`config.mk`:
```
export PLATFORM = sky130hd
export DESIGN_NAME = cam_bank_scheduler
export DESIGN_NICKNAME = d
export VERILOG_FILES = /design/src/rtl/cam_bank_scheduler.sv
export SDC_FILE = /design/constraint.sdc
export NUM_CORES = 1
export LEC_CHECK = 0
export CAP_MARGIN = 40
export CELL_PAD_IN_SITES_DETAIL_PLACEMENT = 1
export CELL_PAD_IN_SITES_GLOBAL_PLACEMENT = 1
export CORE_MARGIN = 2
export CORE_UTILIZATION = 35
export CTS_CLUSTER_SIZE = 20
export DETAILED_ROUTE_END_ITERATION = 8
export GPL_TIMING_DRIVEN = 0
export PLACE_DENSITY = 0.8
export SYNTH_ARGS = -nofsm -noshare
export SYNTH_HDL_FRONTEND = slang
export SYNTH_SLANG_ARGS = --single-unit
```
`constraint.sdc`:
```
create_clock -name WBs_CLK_i -period 2.2 [get_ports WBs_CLK_i]
set_clock_uncertainty 0.1 [all_clocks]
set_input_delay 0.66 -clock WBs_CLK_i [delete_from_list [all_inputs] [get_ports WBs_CLK_i]]
set_output_delay 0.66 -clock WBs_CLK_i [all_outputs]
set_load 0.03 [all_outputs]
```
`src/rtl/cam_bank_scheduler.sv`:
```
`default_nettype none
// ============================================================================
// Module      : cam_bank_scheduler
// Description : Hands the camera frame-buffer RAM banks to the camera packer
//               one at a time. Each accepted word produces a registered
//               one-hot bank write enable, address and data. Tracks bank
//               ownership (FREE -> FILL -> FULL -> FREE) and counts words
//               dropped while no bank is available.
// Revision    : 1.0 - initial release
// ============================================================================
module cam_bank_scheduler #(
  parameter int NUM_BANKS  = 4,
  parameter int BANK_DEPTH = 512,
  parameter int ADDR_W     = 9,
  parameter int DROP_W     = 16
) (
  input  logic                 WBs_CLK_i,
  input  logic                 WBs_RSTn_i,
  input  logic                 sched_en_i,
  input  logic                 cam_frame_i,
  input  logic                 cam_req_i,
  input  logic [31:0]          cam_dat_i,
  output logic [NUM_BANKS-1:0] ram_wen_o,
  output logic [ADDR_W-1:0]    ram_wa_o,
  output logic [31:0]          ram_wd_o,
  input  logic                 rel_i,
  input  logic [NUM_BANKS-1:0] rel_mask_i,
  output logic [NUM_BANKS-1:0] bank_full_o,
  output logic [1:0]           fill_ptr_o,
  output logic [1:0]           state_o,
  output logic                 drop_o,
  output logic [DROP_W-1:0]    drop_cnt_o,
  output logic                 irq_o
);

  typedef enum logic [1:0] {
    IDLE = 2'd0,
    FILL = 2'd1,
    WAIT = 2'd2
  } state_t;

  localparam logic [ADDR_W-1:0] LAST_ADDR = ADDR_W'(BANK_DEPTH - 1);
  localparam logic [1:0]        LAST_PTR  = 2'(NUM_BANKS - 1);

  state_t                state, state_nxt;
  logic [NUM_BANKS-1:0]  full, full_nxt;
  logic [1:0]            ptr, ptr_nxt, ptr_inc;
  logic [ADDR_W-1:0]     addr, addr_nxt;
  logic [DROP_W-1:0]     drop_cnt, drop_cnt_nxt;
  logic [NUM_BANKS-1:0]  sel, sel_inc, full_rel;
  logic                  wr_go;
  logic [ADDR_W-1:0]     wr_addr;
  logic                  drop_go;

  // Bank decode and release: released banks are seen as FREE by every
  // decision made in the same cycle.
  always_comb begin
    ptr_inc  = (ptr == LAST_PTR) ? 2'd0 : ptr + 2'd1;
    sel      = NUM_BANKS'(1) << ptr;
    sel_inc  = NUM_BANKS'(1) << ptr_inc;
    full_rel = rel_i ? (full & ~rel_mask_i) : full;
  end

  // Next-state, write and drop decisions.
  always_comb begin
    state_nxt    = state;
    full_nxt     = full_rel;
    ptr_nxt      = ptr;
    addr_nxt     = addr;
    drop_cnt_nxt = drop_cnt;
    wr_go        = 1'b0;
    wr_addr      = addr;
    drop_go      = 1'b0;
    if (!sched_en_i) begin
      state_nxt = IDLE;
      addr_nxt  = '0;
    end else begin
      case (state)
        IDLE: begin
          addr_nxt = '0;
          if (cam_frame_i) begin
            state_nxt = (|(full_rel & sel)) ? WAIT : FILL;
          end
        end
        FILL: begin
          // A frame start rewinds the current bank before any word lands.
          wr_addr  = cam_frame_i ? '0 : addr;
          addr_nxt = wr_addr;
          if (cam_req_i) begin
            wr_go = 1'b1;
            if (wr_addr == LAST_ADDR) begin
              // Completion is applied after release so it always wins.
              full_nxt  = full_rel | sel;
              ptr_nxt   = ptr_inc;
              addr_nxt  = '0;
              state_nxt = (|(full_rel & sel_inc)) ? WAIT : FILL;
            end else begin
              addr_nxt = wr_addr + ADDR_W'(1);
            end
          end
        end
        WAIT: begin
          if (cam_req_i) begin
            drop_go = 1'b1;
            if (drop_cnt != '1) begin
              drop_cnt_nxt = drop_cnt + DROP_W'(1);
            end
          end
          state_nxt = (|(full_rel & sel)) ? WAIT : FILL;
        end
        default: begin
          state_nxt = IDLE;
        end
      endcase
    end
  end

  // Scheduler state registers.
  always_ff @(posedge WBs_CLK_i or negedge WBs_RSTn_i) begin
    if (!WBs_RSTn_i) begin
      state    <= IDLE;
      full     <= '0;
      ptr      <= 2'd0;
      addr     <= '0;
      drop_cnt <= '0;
    end else begin
      state    <= state_nxt;
      full     <= full_nxt;
      ptr      <= ptr_nxt;
      addr     <= addr_nxt;
      drop_cnt <= drop_cnt_nxt;
    end
  end

  // Registered RAM write port and drop pulse.
  always_ff @(posedge WBs_CLK_i or negedge WBs_RSTn_i) begin
    if (!WBs_RSTn_i) begin
      ram_wen_o <= '0;
      ram_wa_o  <= '0;
      ram_wd_o  <= '0;
      drop_o    <= 1'b0;
    end else begin
      ram_wen_o <= wr_go ? sel : '0;
      drop_o    <= drop_go;
      if (wr_go) begin
        ram_wa_o <= wr_addr;
        ram_wd_o <= cam_dat_i;
      end
    end
  end

  assign bank_full_o = full;
  assign fill_ptr_o  = ptr;
  assign state_o     = state;
  assign drop_cnt_o  = drop_cnt;
  assign irq_o       = |full;

endmodule
`default_nettype wire

```
Word-level counts from Yosys, hierarchy flattened
Index checks and enable logic that the tools add are counted.
{"block": "word_totals", "ff_bits": 79, "latch_bits": 0, "ramBits": 0, "mem_bits_ro": 0, "input_bits": 42, "out_inout_bits": 71, "elab_cells": 61, "memories": 0}
{"block": "op_classes", "n_addsub": 3, "mul": 0, "div": 0, "magnitude_cmp": 0, "eq_ne": 9, "shifts": 2, "muxes": 26, "bitwise": 5, "n_reduce_logical": 7}
{"cell": "two-way mux 9 bit", "count": 6}
{"cell": "two-way mux 4 bit", "count": 6}
{"cell": "case mux 9 bit (2 select lines)", "count": 1}
{"cell": "adder 16 x 1 -> 16 bit (second input constant)", "count": 1}
{"cell": "inequality test 16 bit (second input constant)", "count": 1}
{"cell": "two-way mux 2 bit", "count": 7}
{"cell": "AND 4 bit", "count": 3}
{"cell": "OR reduction 4 bit", "count": 3}
{"cell": "adder 9 x 1 -> 9 bit (second input constant)", "count": 1}
{"cell": "== test 9 bit (second input constant)", "count": 1}
{"cell": "inequality test 3 bit (second input constant)", "count": 3}
{"cell": "AND reduction 4 bit", "count": 2}
{"cell": "left shift 1 x 2 -> 4 bit (first input constant)", "count": 2}
{"cell": "case mux 2 bit (3 select lines)", "count": 1}
{"cell": "two-way mux 1 bit", "count": 5}
{"cell": "== test 2 bit (second input constant)", "count": 2}
{"cell": "inverter 4 bit", "count": 1}
{"cell": "OR 4 bit", "count": 1}
{"cell": "inequality test 3 x 1 -> 1 bit (second input constant)", "count": 1}
{"cell": "AND reduction 3 bit", "count": 1}
{"cell": "adder 2 x 1 -> 2 bit (second input constant)", "count": 1}
{"cell": "== test 2 x 1 -> 1 bit (second input constant)", "count": 1}
{"cell": "zero test 2 bit", "count": 1}

Depth between registers and ports, before layout
{"block": "logic_depth", "ltp_word": 10, "ltp_mapped": 8, "ltp_nobuf": 6}

Worst setup path after synthesis
Ideal clock, no wire load.
{"block": "synth_path", "kind": "input-to-reg", "from": "input port cam_frame_i", "to": "register state[0], in the netlist state_o[0]", "setup_ns": 0.090, "t_arrival_ns": 2.215, "required_time_ns": 2.010, "slack_ns": -0.206, "path_stages": 8, "path_buffers": 2, "cell_sequence": "clkbuf_1 -> nand2b_1 -> nor4_1 -> ha_1 -> a21o_1 -> buf_2 -> o311ai_0 -> o221ai_1"}
{"block": "synth_via", "elab_chain_cells": 4, "elab_cells_between_ends": 5, "classes_between": "eq/ne: 3; mux: 1; reduce/logical: 1"}
{"element": "start, declared", "line_no": "20", "source": "input logic cam_frame_i,"}
{"element": "two-way mux 9 bit", "line_no": "87", "source": "wr_addr = cam_frame_i ? '0 : addr;"}
{"element": "== test 9 bit", "line_no": "91", "source": "if (wr_addr == LAST_ADDR) begin"}
{"element": "inequality test 3 bit (no line)"}
{"element": "AND reduction 3 bit (no line) *"}
{"element": "end signal, assigned", "line_no": "127", "source": "state <= state_nxt;"}
{"element": "end, declared", "line_no": "45", "source": "state_t state, state_nxt;"}
Mark *: on every way between the ends. The rest lies on a longest branch, timed or not.
A chain may end at the register's enable or synchronous reset.

Worst setup path in the final report
{"block": "layout_path", "from": "register full[1], in the netlist bank_full_o[1]", "to": "output port irq_o"}
{"block": "layout_via", "elab_chain_cells": 1}
{"element": "start, declared", "line_no": "46", "source": "logic [NUM_BANKS-1:0] full, full_nxt;"}
{"element": "start signal, assigned", "line_no": "128", "source": "full <= full_nxt;"}
{"element": "OR reduction 4 bit", "line_no": "156", "source": "assign irq_o = |full;"}
{"element": "end, declared", "line_no": "33", "source": "output logic irq_o"}
No other way between the ends.

==> impl_metrics.py <==
metrics = {
    "floorplanning": {
        "die_area_um2": 11300,
        "die_w_um": 106,
        "chipHeight_um": 106,
        "initial_core_util_pct": 35.7,
        "core_area_um2": 10200,
        "rows": 37,
        "ios": 113,
    },
    "final_layout": {
        "n_antenna_cell": 0,
        "area_delta_synth_final_pct": 44.2,
        "fillers": 1134,
        "final-seq-area_um2": 1980,
        "drive_gt1_share_pct": 11.8,
        "final_net_count": 551,
        "final_area_um2": 5260,
        "multi_input_area_um2": 1620,
    },
    "yosys": {
        "yosys.area.top_type": "dfrtp_1",
        "synth.avg_cell_area_um2": 9.97,
        "synthesis.nets": 419,
        "ys_seq_area_share_pct": 54.2,
        "yosysWarnings": 0,
        "synth_area_um2": 3650,
        "post-synth-top-count-cell": "nand2_1",
        "synth-edff-count": 0,
        "synth_ff_type": "dfrtp_1",
        "synth_top_area_share_pct": 54.2,
        "synthesis.instances": 366,
        "ys_types": 52,
        "synth.area.top_cells": "dfrtp_1, nand2_1, ha_1",
        "synth_seq_cells": 79,
        "yosys-top-cells-count": "nand2_1, dfrtp_1, nand3_1",
        "ys_async_sr_fraction_pct": 100,
    },
    "placement": {
        "dp_slack_ns": -0.858,
        "place_congestion": 0.802,
        "placed_area_um2": 4960,
        "port_buffers": 110,
        "dpl.hpwl_um": 7580,
    },
    "outcome": {
        "violations": "setup timing",
        "outcome": "finished with violations",
    },
    "detailed_routing": {
        "vias_per_cell": 4.97,
        "drtIter0Drc": 106,
        "ant_nets": 0,
        "wirelength_um": 10300,
        "vias": 3165,
        "dr.pass1.iters": 4,
        "wl_per_cell_um": 16.2,
        "drc_errors": 0,
    },
    "clock_tree": {
        "clk_path_buf_depth": 2,
        "cts_buffers": 9,
        "htree_levels": 3,
        "cts.clk_slew.worst_paths_ns": 0.08,
        "holdBufCountCts": 0,
        "root_buffer": "clkbuf_8",
        "cts_sinks": 79,
        "clk_latency_ns": 0.35,
        "tritoncts": "done",
    },
    "critical_path": {
        "path_max_fanout": 3,
        "worst_setup_path_end_kind": "primary output",
        "cp-start-kind": "register",
        "required_ns": 1.44,
        "arrival_ns": 1.44,
        "crit_type": "register to primary output",
    },
    "grt": {
        "grt_pass1_vias": 3443,
        "grt_usage_pct": 18.7,
        "antenna_found_initial": 0,
        "grt_overflow": 0,
        "grt_pass1_wl_um": 16700,
        "grt_max_degree": 49,
    },
    "power_and_ir_drop": {
        "peakVddDrop_v": 0.000496,
        "p_total_w": 0.00519,
        "leakagePower_nw": 2.60,
        "power_density_nw_per_um2": 986,
    },
    "timing": {
        "hold_viol": 0,
        "slew_viol_final": 0,
        "fin_crit_ns": 2.20,
        "min_period_over_period_pct": 100,
        "tightest_slew_ns": 0.515,
        "rsz0062_at_grt": "true",
        "clock.fmax_mhz": 454,
        "holdWs_ns": 0.150,
        "max_slew_margin_pct": 65.7,
        "setup_viol": 1,
        "setup_ws_ns": -0.00321,
    },
    "worst_hold_path": {
        "worstHoldPathType": "input pin to asynchronous set/reset pin",
    },
    "flow_run": {
        "cap_violations": 0,
    },
}
==> kinds of logic (layout without fill, tap and decap cells) <==
group / after synthesis / count (layout) / share of synthesized area (%)
adder cells (fa/ha/maj): 11 / 11 / 3.77
buffers and inverters: 22 / 157 / 2.98
AO/OA/AOI/OAI: 47 / 47 / 9.32
AND/OR/NAND/NOR: 188 / 188 / 24.5
multiplexers: 6 / 6 / 2.16
flip-flops: 79 / 79 / 54.2
XOR/XNOR: 13 / 13 / 3.12
==> flip-flops by register name, indices dropped and copies added, names as in the netlist <==
signal and cells:
addr 9, bank_full_o 4, drop_cnt_o 16, drop_o 1
fill_ptr_o 2, ram_wa_o 9, ram_wd_o 32, ram_wen_o 4
state_o 2
==> stage by stage <==
stage                     setup TNS (ns)  utilization (%)  std cells
after global placement           -206.62             48.2        612
after floorplan                        0                -        366
after global routing             -0.0601             51.4        637
after detailed placement           -9.70             48.5        613
after CTS                       -0.00592             51.0        633
final                           -0.00321             51.4        637
==> layout make-up <==
| cell class | instances | share of cell area [%] |
|---|---|---|
| well taps | 136 | 3.23 |
| flip-flops and latches | 79 | 37.6 |
| inverters | 6 | 0.428 |
| plain buffers | 16 | 1.97 |
| clock buffers | 14 | 3.47 |
| multi-input cells | 265 | 30.8 |
| repair buffers | 121 | 22.5 |
==> worst max-delay path: stages, from the launching register on <==
cell,delay (ns)
dfrtp_1,0.39
or4_4,0.54
buf_6,0.16
==> per-layer routing <==
layer	part of all wire [%]	routed length, um	vias up	track usage [%]
met4	1.4	147	0	7.61
met1	43	4460	1582	21.8
met3	3.1	320	10	3.00
li1	-	-	1506	-
met5	0	0	-	0
met2	52	5410	67	34.0
==> report_power, final <==
group	total [W]	internal (W)	switching, W
Clock	0.00103	0.000523	0.000504
Combinational	0.00214	0.000871	0.00127
Sequential	0.00202	0.00179	0.000227
==> path summary, 6_finish.rpt <==
path                                     start              to  slack (ns)  cells after the start
max in group asynchronous           WBs_RSTn_i     ram_wd_o[6]        1.27                      2
worst min-delay path                WBs_RSTn_i  drop_cnt_o[12]        0.15                      1
worst min register to register     ram_wa_o[2]     ram_wa_o[2]        0.37                      2
worst max register to register   drop_cnt_o[0]   drop_cnt_o[1]        0.17                      5
min in group WBs_CLK_i             ram_wa_o[2]     ram_wa_o[2]        0.37                      2
worst max-delay path            bank_full_o[1]           irq_o      -0.003                      2
==> cells in the final DEF (no fill, tap or decap), types with 5 or more instances in the layout <==
cell type	n
buf_2	5
inv_1	6
dfrtp_1	79
xnor2_1	12
dlymetal6s2s_1	5
nand2_1	124
o211ai_1	6
nand4_1	7
ha_1	10
dlygate4sd2_1	20
o21ai_0	7
nand3_1	13
buf_4	14
clkbuf_8	13
clkbuf_1	6
nor2_1	9
clkdlybuf4s50_1	82
==> timing repair <==
action / 4_1_cts / 5_1_grt
endpoints found under the setup margin: 37 / 15
buffers inserted: 6 / 4
resized for setup: 41 / 9
pin swaps: 5 / 5
Power figures use the tool's default switching activity.
